## src/rtl/mesh_rx_arbiter_if.sv

```systemverilog
// Handshake bundle between the mesh link IRS outputs, the receive arbiter and the node core.
// The slave modport is the arbiter's view; master is the view of whatever drives the links and the core.
interface mesh_rx_arbiter_if #(
  parameter int N_IN   = 14,
  parameter int PYLD_W = 47
);
  logic [N_IN-1:0]        in_vld;
  logic [N_IN-1:0]        in_rdy;
  logic [N_IN*PYLD_W-1:0] in_pyld;
  logic                   out_vld;
  logic                   out_rdy;
  logic [PYLD_W-1:0]      out_pyld;

  modport slave (
    input  in_vld, in_pyld, out_rdy,
    output in_rdy, out_vld, out_pyld
  );

  modport master (
    output in_vld, in_pyld, out_rdy,
    input  in_rdy, out_vld, out_pyld
  );
endinterface

```

## src/rtl/mesh_rx_arbiter.sv

```systemverilog
// Mesh receive arbiter: strict-QoS, per-class round-robin pick of one link channel per cycle into an ejection FIFO.
// Optional statistics (transfer counter, sticky misroute flag) are built when MESH_RX_STAT_EN is defined.
module mesh_rx_arbiter #(
  parameter int N_IN       = 14,
  parameter int TYPE_W     = 2,
  parameter int ID_W       = 6,
  parameter int FLIT_W     = 32,
  parameter int FIFO_DEPTH = 4,
  parameter int NODE_ID    = 0,
  parameter int PYLD_W     = 1 + TYPE_W + 2 * ID_W + FLIT_W
) (
  input  logic                  clk,
  input  logic                  rst_n,
  mesh_rx_arbiter_if.slave      bus,
  output logic [15:0]           stat_cnt,
  output logic                  stat_mis
);

  localparam int IDX_W = $clog2(N_IN);
  localparam int AW    = $clog2(FIFO_DEPTH);
  localparam int CW    = AW + 1;

  logic [PYLD_W-1:0] pyld_arr_s [N_IN];
  logic [PYLD_W-1:0] push_pyld_s;
  logic [N_IN-1:0]   hi_req_s, lo_req_s, gnt_oh_s;
  logic [IDX_W-1:0]  gnt_idx_s;
  logic              any_hi_s, any_req_s, full_s, push_s, pop_s;

  logic [IDX_W-1:0]  rr_hi_q, rr_hi_d, rr_lo_q, rr_lo_d;
  logic [AW-1:0]     wr_ptr_q, wr_ptr_d, rd_ptr_q, rd_ptr_d;
  logic [CW-1:0]     count_q, count_d;
  logic [PYLD_W-1:0] mem_q [FIFO_DEPTH];
  logic [PYLD_W-1:0] mem_d [FIFO_DEPTH];
  logic              en_q, en_d;

  function automatic logic [IDX_W-1:0] rr_pick(input logic [N_IN-1:0] req, input logic [IDX_W-1:0] ptr);
    logic [IDX_W-1:0] pick;
    logic             found;
    logic [IDX_W:0]   idx;
    pick  = ptr;
    found = 1'b0;
    for (int k = 0; k < N_IN; k++) begin
      idx = {1'b0, ptr} + (IDX_W + 1)'(k);
      if (idx >= (IDX_W + 1)'(N_IN)) begin
        idx = idx - (IDX_W + 1)'(N_IN);
      end else begin
        idx = idx;
      end
      if (!found && req[idx[IDX_W-1:0]]) begin
        found = 1'b1;
        pick  = idx[IDX_W-1:0];
      end else begin
        found = found;
      end
    end
    return pick;
  endfunction

  function automatic logic [IDX_W-1:0] rr_next(input logic [IDX_W-1:0] g);
    logic [IDX_W-1:0] n;
    if (g == IDX_W'(N_IN - 1)) begin
      n = '0;
    end else begin
      n = g + {{(IDX_W-1){1'b0}}, 1'b1};
    end
    return n;
  endfunction

  // Unpack channels and split requests by QoS class
  always_comb begin
    for (int i = 0; i < N_IN; i++) begin
      pyld_arr_s[i] = bus.in_pyld[i*PYLD_W +: PYLD_W];
      hi_req_s[i]   = bus.in_vld[i] &  pyld_arr_s[i][PYLD_W-1];
      lo_req_s[i]   = bus.in_vld[i] & ~pyld_arr_s[i][PYLD_W-1];
    end
  end

  // Grant selection; en_q keeps in_rdy low from reset until the first clock after release
  always_comb begin
    any_hi_s  = |hi_req_s;
    any_req_s = |bus.in_vld;
    if (any_hi_s) begin
      gnt_idx_s = rr_pick(hi_req_s, rr_hi_q);
    end else begin
      gnt_idx_s = rr_pick(lo_req_s, rr_lo_q);
    end
    gnt_oh_s = '0;
    if (any_req_s) begin
      gnt_oh_s[gnt_idx_s] = 1'b1;
    end else begin
      gnt_oh_s = '0;
    end
    full_s      = (count_q == CW'(FIFO_DEPTH));
    bus.in_rdy  = gnt_oh_s & {N_IN{~full_s & en_q}};
    push_s      = any_req_s & ~full_s & en_q;
    push_pyld_s = pyld_arr_s[gnt_idx_s];
    pop_s       = bus.out_vld & bus.out_rdy;
  end

  // Next state for class pointers and ejection FIFO
  always_comb begin
    en_d     = 1'b1;
    rr_hi_d  = rr_hi_q;
    rr_lo_d  = rr_lo_q;
    wr_ptr_d = wr_ptr_q;
    rd_ptr_d = rd_ptr_q;
    count_d  = count_q;
    mem_d    = mem_q;
    if (push_s) begin
      if (any_hi_s) begin
        rr_hi_d = rr_next(gnt_idx_s);
      end else begin
        rr_lo_d = rr_next(gnt_idx_s);
      end
      mem_d[wr_ptr_q] = push_pyld_s;
      wr_ptr_d        = wr_ptr_q + {{(AW-1){1'b0}}, 1'b1};
    end else begin
      wr_ptr_d = wr_ptr_q;
    end
    if (pop_s) begin
      rd_ptr_d = rd_ptr_q + {{(AW-1){1'b0}}, 1'b1};
    end else begin
      rd_ptr_d = rd_ptr_q;
    end
    case ({push_s, pop_s})
      2'b10:   count_d = count_q + {{(CW-1){1'b0}}, 1'b1};
      2'b01:   count_d = count_q - {{(CW-1){1'b0}}, 1'b1};
      default: count_d = count_q;
    endcase
  end

  // State registers
  always_ff @(posedge clk or negedge rst_n) begin
    if (!rst_n) begin
      en_q     <= 1'b0;
      rr_hi_q  <= '0;
      rr_lo_q  <= '0;
      wr_ptr_q <= '0;
      rd_ptr_q <= '0;
      count_q  <= '0;
      for (int i = 0; i < FIFO_DEPTH; i++) begin
        mem_q[i] <= '0;
      end
    end else begin
      en_q     <= en_d;
      rr_hi_q  <= rr_hi_d;
      rr_lo_q  <= rr_lo_d;
      wr_ptr_q <= wr_ptr_d;
      rd_ptr_q <= rd_ptr_d;
      count_q  <= count_d;
      mem_q    <= mem_d;
    end
  end

  assign bus.out_vld  = (count_q != {CW{1'b0}});
  assign bus.out_pyld = mem_q[rd_ptr_q];

`ifdef MESH_RX_STAT_EN
  logic [15:0] stat_cnt_q, stat_cnt_d;
  logic        stat_mis_q, stat_mis_d;

  // Transfer counter and sticky misroute flag; misrouted packets are still queued
  always_comb begin
    stat_cnt_d = stat_cnt_q;
    stat_mis_d = stat_mis_q;
    if (push_s) begin
      stat_cnt_d = stat_cnt_q + 16'd1;
      if (push_pyld_s[FLIT_W +: ID_W] != ID_W'(NODE_ID)) begin
        stat_mis_d = 1'b1;
      end else begin
        stat_mis_d = stat_mis_q;
      end
    end else begin
      stat_cnt_d = stat_cnt_q;
    end
  end

  // Statistics registers
  always_ff @(posedge clk or negedge rst_n) begin
    if (!rst_n) begin
      stat_cnt_q <= 16'h0000;
      stat_mis_q <= 1'b0;
    end else begin
      stat_cnt_q <= stat_cnt_d;
      stat_mis_q <= stat_mis_d;
    end
  end

  assign stat_cnt = stat_cnt_q;
  assign stat_mis = stat_mis_q;
`else
  assign stat_cnt = 16'h0000;
  assign stat_mis = 1'b0;
`endif

endmodule
```

## src/flat_wrapper.sv

```systemverilog
// flat-port wrapper written by rule: the top's interface ports become plain ports
module mesh_rx_arbiter_flat 
#(
  parameter int N_IN       = 14,
  parameter int TYPE_W     = 2,
  parameter int ID_W       = 6,
  parameter int FLIT_W     = 32,
  parameter int FIFO_DEPTH = 4,
  parameter int NODE_ID    = 0,
  parameter int PYLD_W     = 1 + TYPE_W + 2 * ID_W + FLIT_W
)
  (clk, rst_n, stat_cnt, stat_mis, bus_in_vld, bus_in_pyld, bus_out_rdy, bus_in_rdy, bus_out_vld, bus_out_pyld);
  mesh_rx_arbiter_if #(.N_IN(N_IN), .PYLD_W(PYLD_W)) bus_i ();
  input  logic clk;
  input  logic rst_n;
  output logic [15:0] stat_cnt;
  output logic stat_mis;
  input wire logic [$bits(bus_i.in_vld)-1:0] bus_in_vld;
  input wire logic [$bits(bus_i.in_pyld)-1:0] bus_in_pyld;
  input wire logic [$bits(bus_i.out_rdy)-1:0] bus_out_rdy;
  output wire logic [$bits(bus_i.in_rdy)-1:0] bus_in_rdy;
  output wire logic [$bits(bus_i.out_vld)-1:0] bus_out_vld;
  output wire logic [$bits(bus_i.out_pyld)-1:0] bus_out_pyld;
  assign bus_i.in_vld = bus_in_vld;
  assign bus_i.in_pyld = bus_in_pyld;
  assign bus_i.out_rdy = bus_out_rdy;
  assign bus_in_rdy = bus_i.in_rdy;
  assign bus_out_vld = bus_i.out_vld;
  assign bus_out_pyld = bus_i.out_pyld;
  mesh_rx_arbiter #(.N_IN(N_IN), .TYPE_W(TYPE_W), .ID_W(ID_W), .FLIT_W(FLIT_W), .FIFO_DEPTH(FIFO_DEPTH), .NODE_ID(NODE_ID), .PYLD_W(PYLD_W)) u_core (.clk(clk), .rst_n(rst_n), .bus(bus_i), .stat_cnt(stat_cnt), .stat_mis(stat_mis));
endmodule
```

## config.mk

```make
export PLATFORM = sky130hd
export DESIGN_NAME = mesh_rx_arbiter_flat
export DESIGN_NICKNAME = d
export VERILOG_FILES = /design/src/rtl/mesh_rx_arbiter_if.sv /design/src/rtl/mesh_rx_arbiter.sv /design/src/flat_wrapper.sv
export SDC_FILE = /design/constraint.sdc
export NUM_CORES = 1
export LEC_CHECK = 0
export ABC_AREA = 1
export CORE_AREA = 5 5 290 292
export CTS_BUF_LIST = sky130_fd_sc_hd__clkbuf_4
export DETAILED_ROUTE_END_ITERATION = 12
export DIE_AREA = 0 0 295 297
export GPL_TIMING_DRIVEN = 0
export MAX_ROUTING_LAYER = met4
export PLACE_DENSITY = 0.61
export SYNTH_ARGS = -nofsm -noshare
export SYNTH_HDL_FRONTEND = slang
export SYNTH_SLANG_ARGS = --single-unit
```

## constraint.sdc

```tcl
create_clock -name clk -period 5 [get_ports clk]
set_clock_uncertainty 0.15 [all_clocks]
set_input_delay 1 -clock clk [delete_from_list [all_inputs] [get_ports clk]]
set_output_delay 1 -clock clk [all_outputs]
set_load 0.005 [all_outputs]
```

* After elaboration in Yosys (flattened, before gate mapping)
Cells that the tools add are included.
** Word-level totals
- Bits in registers :: 204
- Bits of input ports :: 675
- Output and inout port bits :: 79
** Cells by class
- Add/subtract/negate cells :: 59
- Magnitude comparators :: 62
- Eq/ne operators :: 4
- Muxes and demuxes :: 207
- Bitwise operators :: 52
- Reductions and logical operators :: 60
** Operators by type and width (count)
- two-way mux 4 bit :: 86
- two-way mux 47 bit :: 5
- binary-select mux 47 bit (select 4 bit) :: 1
- bitwise mux 188 bit :: 1
- < comparator 4 x 5 -> 1 bit (second input constant) :: 29
- >= comparator 5 x 4 -> 1 bit (second input constant) :: 26
- binary-select mux 1 bit (select 4 bit) :: 28
- subtractor 4 bit (second input constant) :: 28
- binary-select mux 47 bit (select 2 bit) :: 1
- demux 47 bit (select 2 bit) :: 1
- two-way mux 1 bit :: 81
- adder 4 x 4 -> 5 bit (second input constant) :: 12
- adder 4 x 3 -> 5 bit (second input constant) :: 8
- AND 1 bit :: 32
- logical AND 1 bit :: 28
- OR reduction 14 bit :: 2
- logical NOT 1 bit :: 26
- adder 4 x 2 -> 5 bit (second input constant) :: 4
- NOT 1 bit :: 16
- AND 14 bit :: 1
- two-way mux 14 bit :: 1
- adder 4 x 1 -> 5 bit (second input constant) :: 2
- >= comparator 4 bit (second input constant) :: 2
- >= comparator 3 bit (second input constant) :: 2
- 18 further kinds :: 21

* Depth between registers and ports, before layout
Gate-level depths: netlist (run 1).
- Depth after elaboration :: 65
- Depth in mapped cells :: 48

* Worst setup path after synthesis (run 1)
OpenSTA, ideal clock, no wires.
- Path kind :: flip-flop to output port
- From :: reg u_core.rr_hi_q[1]
- To :: out bus_in_rdy[13]
- Data arrival time :: 4.229 ns
- Required time :: 3.850 ns
- Path slack :: -0.379 ns
- Cell stages (with the launch flop) :: 36
- Path buffers :: 3
- Cells stage by stage :: dfrtp_1 -> inv_1 -> ha_1 -> clkbuf_1 -> inv_2 -> ha_1 -> inv_1 -> nand2_1 -> nand2_1 -> nand2_1 -> xor2_1 -> inv_1 -> nand3_1 -> nand2_1 -> nand4_2 -> nor2_2 -> nand2_1 -> inv_2 -> nand3_2 -> nor3_2 -> nand2_1 -> o21ai_1 -> inv_1 -> nand2_1 -> nand2_1 -> nand2_1 -> nand2_1 -> nand2_1 -> nand2_2 -> nand2_2 -> buf_6 -> buf_4 -> inv_2 -> nor2_2 -> nand2_1 -> nor2_1
** On the way
- Cells in the longest elaborated chain, start to end :: 65
** Ends and longest elaborated chain
- from (decl) :: line mesh_rx_arbiter.sv:29 : logic [IDX_W-1:0] rr_hi_q, rr_hi_d, rr_lo_q, rr_lo_d;
- from (signal assigned) :: line mesh_rx_arbiter.sv:146 : rr_hi_q <= rr_hi_d;
- branches (longest 57 deep; another with adder 4 x 1 -> 5 bit)
- two-way mux 4 bit (*) :: line mesh_rx_arbiter.sv:49 : if (!found && req[idx[IDX_W-1:0]]) begin
- two-way mux 4 bit (*) :: line mesh_rx_arbiter.sv:82 : if (any_hi_s) begin
- < comparator 4 x 5 -> 1 bit (not written as such) / >= comparator 4 x 1 -> 1 bit (equally long branches) :: line mesh_rx_arbiter.sv:89 : gnt_oh_s[gnt_idx_s] = 1'b1;
- logical AND 1 bit (not written as such) :: line mesh_rx_arbiter.sv:89
- two-way mux 1 bit (not written as such) :: line mesh_rx_arbiter.sv:89
- demux 1 bit (select 4 bit) (*)
- two-way mux 14 bit (*) :: line mesh_rx_arbiter.sv:88 : if (any_req_s) begin
- AND 14 bit (*) :: line mesh_rx_arbiter.sv:94 : bus.in_rdy = gnt_oh_s & {N_IN{~full_s & en_q}};
- to (decl) :: line flat_wrapper.sv:21 : output wire logic [$bits(bus_i.in_rdy)-1:0] bus_in_rdy;
Every way passes the cells marked *. The select of a mux whose other input is x is not followed.

* Final worst setup path (run 1)
- From :: in bus_in_vld[0]
- To :: out bus_in_rdy[6]
** On the way
- Cells in the longest elaborated chain, start to end :: 63
** Ends and longest elaborated chain
- from (decl) :: line flat_wrapper.sv:18 : input wire logic [$bits(bus_i.in_vld)-1:0] bus_in_vld;
- AND 1 bit, on equally long branches :: line mesh_rx_arbiter.sv:74, mesh_rx_arbiter.sv:73
- binary-select mux 1 bit (select 4 bit) :: line mesh_rx_arbiter.sv:49
- two-way mux 1 bit (not written as such) :: line mesh_rx_arbiter.sv:49
- two-way mux 1 bit :: line mesh_rx_arbiter.sv:49
- two-way mux 1 bit :: line mesh_rx_arbiter.sv:82
- logical NOT 1 bit :: line mesh_rx_arbiter.sv:49
- logical AND 1 bit :: line mesh_rx_arbiter.sv:49
- two-way mux 1 bit :: line mesh_rx_arbiter.sv:49
- [... 47 more ...]
- two-way mux 4 bit :: line mesh_rx_arbiter.sv:49
- two-way mux 4 bit :: line mesh_rx_arbiter.sv:82
- < comparator 4 x 5 -> 1 bit (not written as such) / >= comparator 4 x 1 -> 1 bit (equally long branches) :: line mesh_rx_arbiter.sv:89
- logical AND 1 bit (not written as such) :: line mesh_rx_arbiter.sv:89
- two-way mux 1 bit (not written as such) :: line mesh_rx_arbiter.sv:89
- demux 1 bit (select 4 bit)
- two-way mux 14 bit (*) :: line mesh_rx_arbiter.sv:88
- AND 14 bit (*) :: line mesh_rx_arbiter.sv:94
Every way passes the cells marked *; elsewhere a longest branch is shown, timed or not. The select of a mux whose other input is x is not followed.

==> run_results.csv, run 1 <==
group,metric,value,unit
run_status,outcome,"finished, violations left",
run_status,violations,"negative setup slack",
route,ant_nets,0,
global_route,grt_pass1_wl,206.2,mm
sta,drv_slew,0,
placement,finalWeightedCongestion,0.9855,
setup_path,critPathArrivalTime,5490,ps
setup_path,setup.worst_path.start,"bus_in_vld[0]",
logic_synthesis,syn_area,23950,µm²
logic_synthesis,ys_types,66,
clock_tree,cts_buffers,59,
global_route,use_met3,7.063,%
clock_tree,clock-sinks,204,
finish,final_nets,6177,
setup_path,crit_fanout,6,
finish,mostFrequentLayoutCell,"nand2_1",
logic_synthesis,synth-seq-cells,204,
die,fp.dieW,295,µm
global_route,use_met2,51.61,%
clock_tree,clock_path_buffers,3,
sta,min_period,6642,ps
sta,hold_violations,0,
setup_path,crit_type,"input port to primary output",
clock_tree,clk_latency,770,ps
logic_synthesis,async_reset_ff_share,100.0,%
global_route,grt_usage,32.42,%
global_route,grt_util_met1,40.70,%
logic_synthesis,syn_inst,4463,
placement,io_buffers,736,
clock_tree,path_clk_slew,70,ps
sta,post-route-period-util,132.8,%
sta,grt_setup_unrepaired,"true",
route,drt-pass1-iter-count,6,
finish,drive_gt1_share,17.05,%
flow_run,cap_violations,0,
setup_path,required,3850,ps
logic_synthesis,ys.flop_type,"dfrtp_1",
global_route,grt_max_degree,112,
route,routed_wirelength,148.1,mm
finish,final_core_util,45.95,%
global_route,grt_busiest_layer,"met2",
finish,syn_to_final_growth,56.02,%
sta,setup_viol_count_final,208,
route,vias,33080,
setup_path,cp-start-kind,"input port",
sta,tightest_slew,931.8,ps
logic_synthesis,synth_edf_count,0,
global_route,grt_pass1_vias,30890,
setup_path,end_kind,"primary output",
setup_path,crit_path_top_delay_cell,"clkdlybuf4s50_1",
setup_path,r2r-start,"u_core.rr_hi_q[1]",
die,rows,105,
placement,place_ws,-2883,ps
route,via_per_inst,5.024,
clock_tree,htree_levels,2,
sta,fin_ws,-1642,ps
hold_path,worstHoldPathType,"input port to asynchronous set/reset pin",
die,die_h,297,µm
route,remaining_drc_errors,0,
route,wl_per_cell,22.50,µm
die,core_area,81320,µm²
clock_tree,cts-root-buf,"clkbuf_4",
route,drtIter0Drc,3108,
placement,hpwl,116.3,mm
sta,fmax,150.6,MHz
logic_synthesis,ys_seq_area_share,21.32,%
setup_path,max_stage_delay,550,ps
die,die_area,87620,µm²
die,io_pins,754,
setup_path,crit_top_cell,"nand2_1",
global_route,grt-ovfl-total,0,
finish,layout_common_cells,"nand2_1, clkdlybuf4s50_1, nand3_1",
clock_tree,tritoncts,"built",
logic_synthesis,yosys_warnings,0,
sta,slew_headroom,37.88,%
logic_synthesis,syn_avg_cell_area,5.366,µm²
clock_tree,hold_buffers,0,
die,start_util,29.45,%
global_route,antenna_found_initial,16,
==> cells in the mapped netlist, drive strengths merged (7+ instances only) <==
library cell / instances / area share [%]
nor3: 11 / 0.34
dfrtp: 204 / 21
or2: 7 / 0.18
clkbuf: 79 / 1.2
o22ai: 49 / 1.3
a21oi: 58 / 1.3
o21ai: 253 / 5.3
inv: 284 / 4.5
buf: 186 / 4.7
nand4: 16 / 0.57
o211ai: 39 / 1.2
nand3: 389 / 8.3
nor2: 209 / 3.4
nand2: 2552 / 41
ha: 50 / 2.6
xor2: 21 / 0.89
==> final timing paths <==
path / to / slack, ps / cells past startpoint
max: bus_in_rdy[6] / -1640 / 31
min reg2reg: u_core.mem_q[62] / 320 / 2
max in group asynchronous: u_core.rr_lo_q[0] / 3530 / 2
min: u_core.mem_q[30] / 180 / 1
min in group clk: u_core.mem_q[62] / 320 / 2
max reg2reg: u_core.mem_q[169] / -590 / 42
==> critical path, delay by kind of cell <==
kind	cells	cell delay, ps
buffers and inverters	10	1900
and+or+nand+nor	17	1560
AOI/OAI and AO/OA	4	1010
==> state kept, by name, indices dropped and copies added, names as in the netlist <==
name	cells
u_core.count_q	3
u_core.wr_ptr_q	2
u_core.rr_hi_q	4
u_core.rd_ptr_q	2
u_core.rr_lo_q	4
u_core.mem_q	188
u_core.en_q	1
==> logic make-up (layout without fill, tap and decap cells) <==
logic type	count (synthesis)	count (layout)	synth area share, %
buffers and inverters	552	1569	10.46
and+or+nand+nor	3193	3193	53.82
adders and majority gates	53	53	2.863
xor gates and xnor gates	25	25	1.118
DFF	204	204	21.32
other	2	35	0.03136
muxes	1	1	0.04180
AOI/OAI and AO/OA	433	433	10.35
==> per-stage QoR <==
step | hold slack [ps] | TNS (ps) | area [µm²] | instances
global route | 218.1 | -171020 | 37350 | 6578
finish | 178.2 | -113400 | 37360 | 6583
detailed placement | 309.9 | -362420 | 33040 | 6286
floorplan | 293.6 | -390.4 | 24300 | 4479
global placement | 305.6 | -1668440 | 33010 | 6285
CTS | 156.0 | -98910 | 35770 | 6497
==> per-layer routing <==
metal	vias up	share of wire (%)
li1	16000	-
met1	15280	40
met2	1585	46
met3	206	9.5
met4	0	4.2
met5	-	0
==> area by class of cell <==
cell class | instances | area (µm²)
Inverter | 287 | 1171
Clock inverter | 20 | 80.08
Sequential cell | 204 | 5115
Tap cell | 1070 | 1339
Multi-Input combinational cell | 3723 | 18030
Clock buffer | 88 | 660.6
Fill cell | 8816 | 43960
Buffer | 260 | 1968
Timing Repair Buffer | 914 | 8961
Antenna cell | 17 | 42.54
==> timing repair <==
| action | CTS | global route |
|---|---|---|
| pin swaps | 90 | 99 |
| gates cloned | 0 | 2 |
| buffers inserted | 104 | 72 |
| setup endpoints to repair | 210 | 210 |
| gates resized for setup | 371 | 296 |
Power of run 1 is not shown: default switching activity piles up to over one toggle a cycle in this logic, so the estimate is an artifact.
==> run 2, diff against run 1 <==
CAP_MARGIN = 30   (was default)
CTS_CLUSTER_SIZE = 8   (was default)
==> run_results.csv, run 2 (same netlist as run 1, synthesis figures left out) <==
group,metric,value,unit
finish,layout_common_cells,"nand2_1, clkdlybuf4s50_1, nand3_1",
global_route,grt_usage,32.42,%
placement,io_buffers,736,
setup_path,r2r_slack,-570,ps
global_route,antenna_found_initial,16,
finish,drive_gt1_share,17.05,%
die,fp.dieW,295,µm
clock_tree,htree_levels,2,
die,start_util,29.45,%
die,rows,105,
finish,final_nets,6177,
sta,fmax,149.7,MHz
sta,grt_setup_unrepaired,"true",
clock_tree,cts_buffers,59,
global_route,grt-ovfl-total,0,
setup_path,crit_top_cell,"nand2_1",
setup_path,max_stage_delay,570,ps
setup_path,crit_type,"input port to primary output",
setup_path,crit_path_top_delay_cell,"clkdlybuf4s50_1",
clock_tree,cts-root-buf,"clkbuf_4",
route,ant_nets,0,
finish,fillers,8816,
setup_path,setup.worst_path.start,"bus_in_vld[0]",
finish,multi_input_area,18030,µm²
clock_tree,clock-sinks,204,
route,vias,33210,
setup_path,cp-start-kind,"input port",
die,die_h,297,µm
run_status,outcome,"finished, violations left",
clock_tree,clk_latency,770,ps
setup_path,required,3850,ps
global_route,grt_pass1_wl,206.2,mm
route,drtIter0Drc,3217,
setup_path,r2r-start,"u_core.rr_hi_q[1]",
finish,mostFrequentLayoutCell,"nand2_1",
sta,setup_viol_count_final,208,
sta,slew_headroom,35.03,%
sta,fin_ws,-1681,ps
route,drt-pass1-iter-count,6,
placement,finalWeightedCongestion,0.9855,
sta,drv_slew,0,
sta,hold_violations,0,
global_route,grt_max_degree,112,
flow_run,cap_violations,0,
route,via_per_inst,5.046,
setup_path,critPathArrivalTime,5530,ps
sta,tightest_slew,974.6,ps
finish,largest_register_ffs,188,
setup_path,worstSetupEndpoint,"bus_in_rdy[6]",
clock_tree,path_clk_slew,70,ps
finish,seq_area,5115,µm²
die,io_pins,754,
clock_tree,hold_buffers,0,
clock_tree,clock_path_buffers,3,
finish,largest_registers,"u_core.mem_q (188), u_core.rr_hi_q (4), u_core.rr_lo_q (4)",
placement,hpwl,116.3,mm
finish,syn_to_final_growth,56.00,%
route,routed_wirelength,148.0,mm
run_status,violations,"negative setup slack",
setup_path,crit_fanout,6,
sta,min_period,6681,ps
route,remaining_drc_errors,0,
sta,post-route-period-util,133.6,%
die,die_area,87620,µm²
clock_tree,tritoncts,"built",
setup_path,end_kind,"primary output",
sta,holdWs,167.7,ps
route,wl_per_cell,22.49,µm
global_route,grt_pass1_vias,30890,
setup_path,reg2reg_to,"u_core.mem_q[169]",
setup_path,r2r_cells,42,
hold_path,worstHoldPathType,"input port to asynchronous set/reset pin",
die,core_area,81320,µm²
finish,regMostFlops,"u_core.mem_q",
[run 2: cell types whose count changed in the layout (fill, tap and decap cells not counted)]
| cell | before | now |
|---|---|---|
| diode_2 | 17 | 15 |
[run 2: final cells by class]
class,count,area share [%]
diodes,15,0.1005
plain buffers,260,5.268
clock buffers,88,1.768
clock inverters,20,0.2143
inverters,287,3.135
multi-input cells,3723,48.25
flip-flops and latches,204,13.69
well taps,1070,3.583
repair buffers,914,23.99
[run 2: worst min-delay path by stage]
stage | end | slack (ps) | cells after the start
2_1_floorplan | u_core.mem_q[47] | 290 | 2
3_3_place_gp | u_core.mem_q[99] | 310 | 2
3_5_place_dp | u_core.mem_q[94] | 310 | 2
4_1_cts | u_core.mem_q[70] | 160 | 1
5_1_grt | u_core.mem_q[76] | 220 | 1
6_report | u_core.mem_q[30] | 170 | 1
[run 2: routing by layer]
metal / track usage, % / up-vias / part of all wire, %
met2: 51.61 / 1658 / 46
li1: - / 16010 / -
met5: - / - / 0
met4: 11.48 / 0 / 4.3
met3: 7.063 / 219 / 9.6
met1: 40.70 / 15320 / 40
[run 2: repair_timing]
item	CTS	global route
setup endpoints to repair	210	210
setup buffers	104	72
gates cloned	0	2
resized for setup	371	296
pin swaps	90	99
[run 2: worst max-delay path, delay by kind of cell]
kind | cells | cell delay (ps)
buffers and inverters | 10 | 1910
AND/OR/NAND/NOR | 17 | 1570
AO/OA/AOI/OAI | 4 | 1020
[run 2: stage by stage]
stage / util [%] / cells / worst slack, ps / TNS, ps / cell area (µm²)
after global routing: 45.93 / 6578 / -1885 / -171020 / 37350
after detailed placement: 40.63 / 6286 / -2883 / -362420 / 33040
after floorplan: - / 4479 / -53.17 / -390.4 / 24300
after CTS: 43.98 / 6497 / -1524 / -98910 / 35770
after global placement: 40.59 / 6285 / -7138 / -1668440 / 33010
final: 45.94 / 6581 / -1681 / -114290 / 37360
Power of run 2 is left out for the same reason.
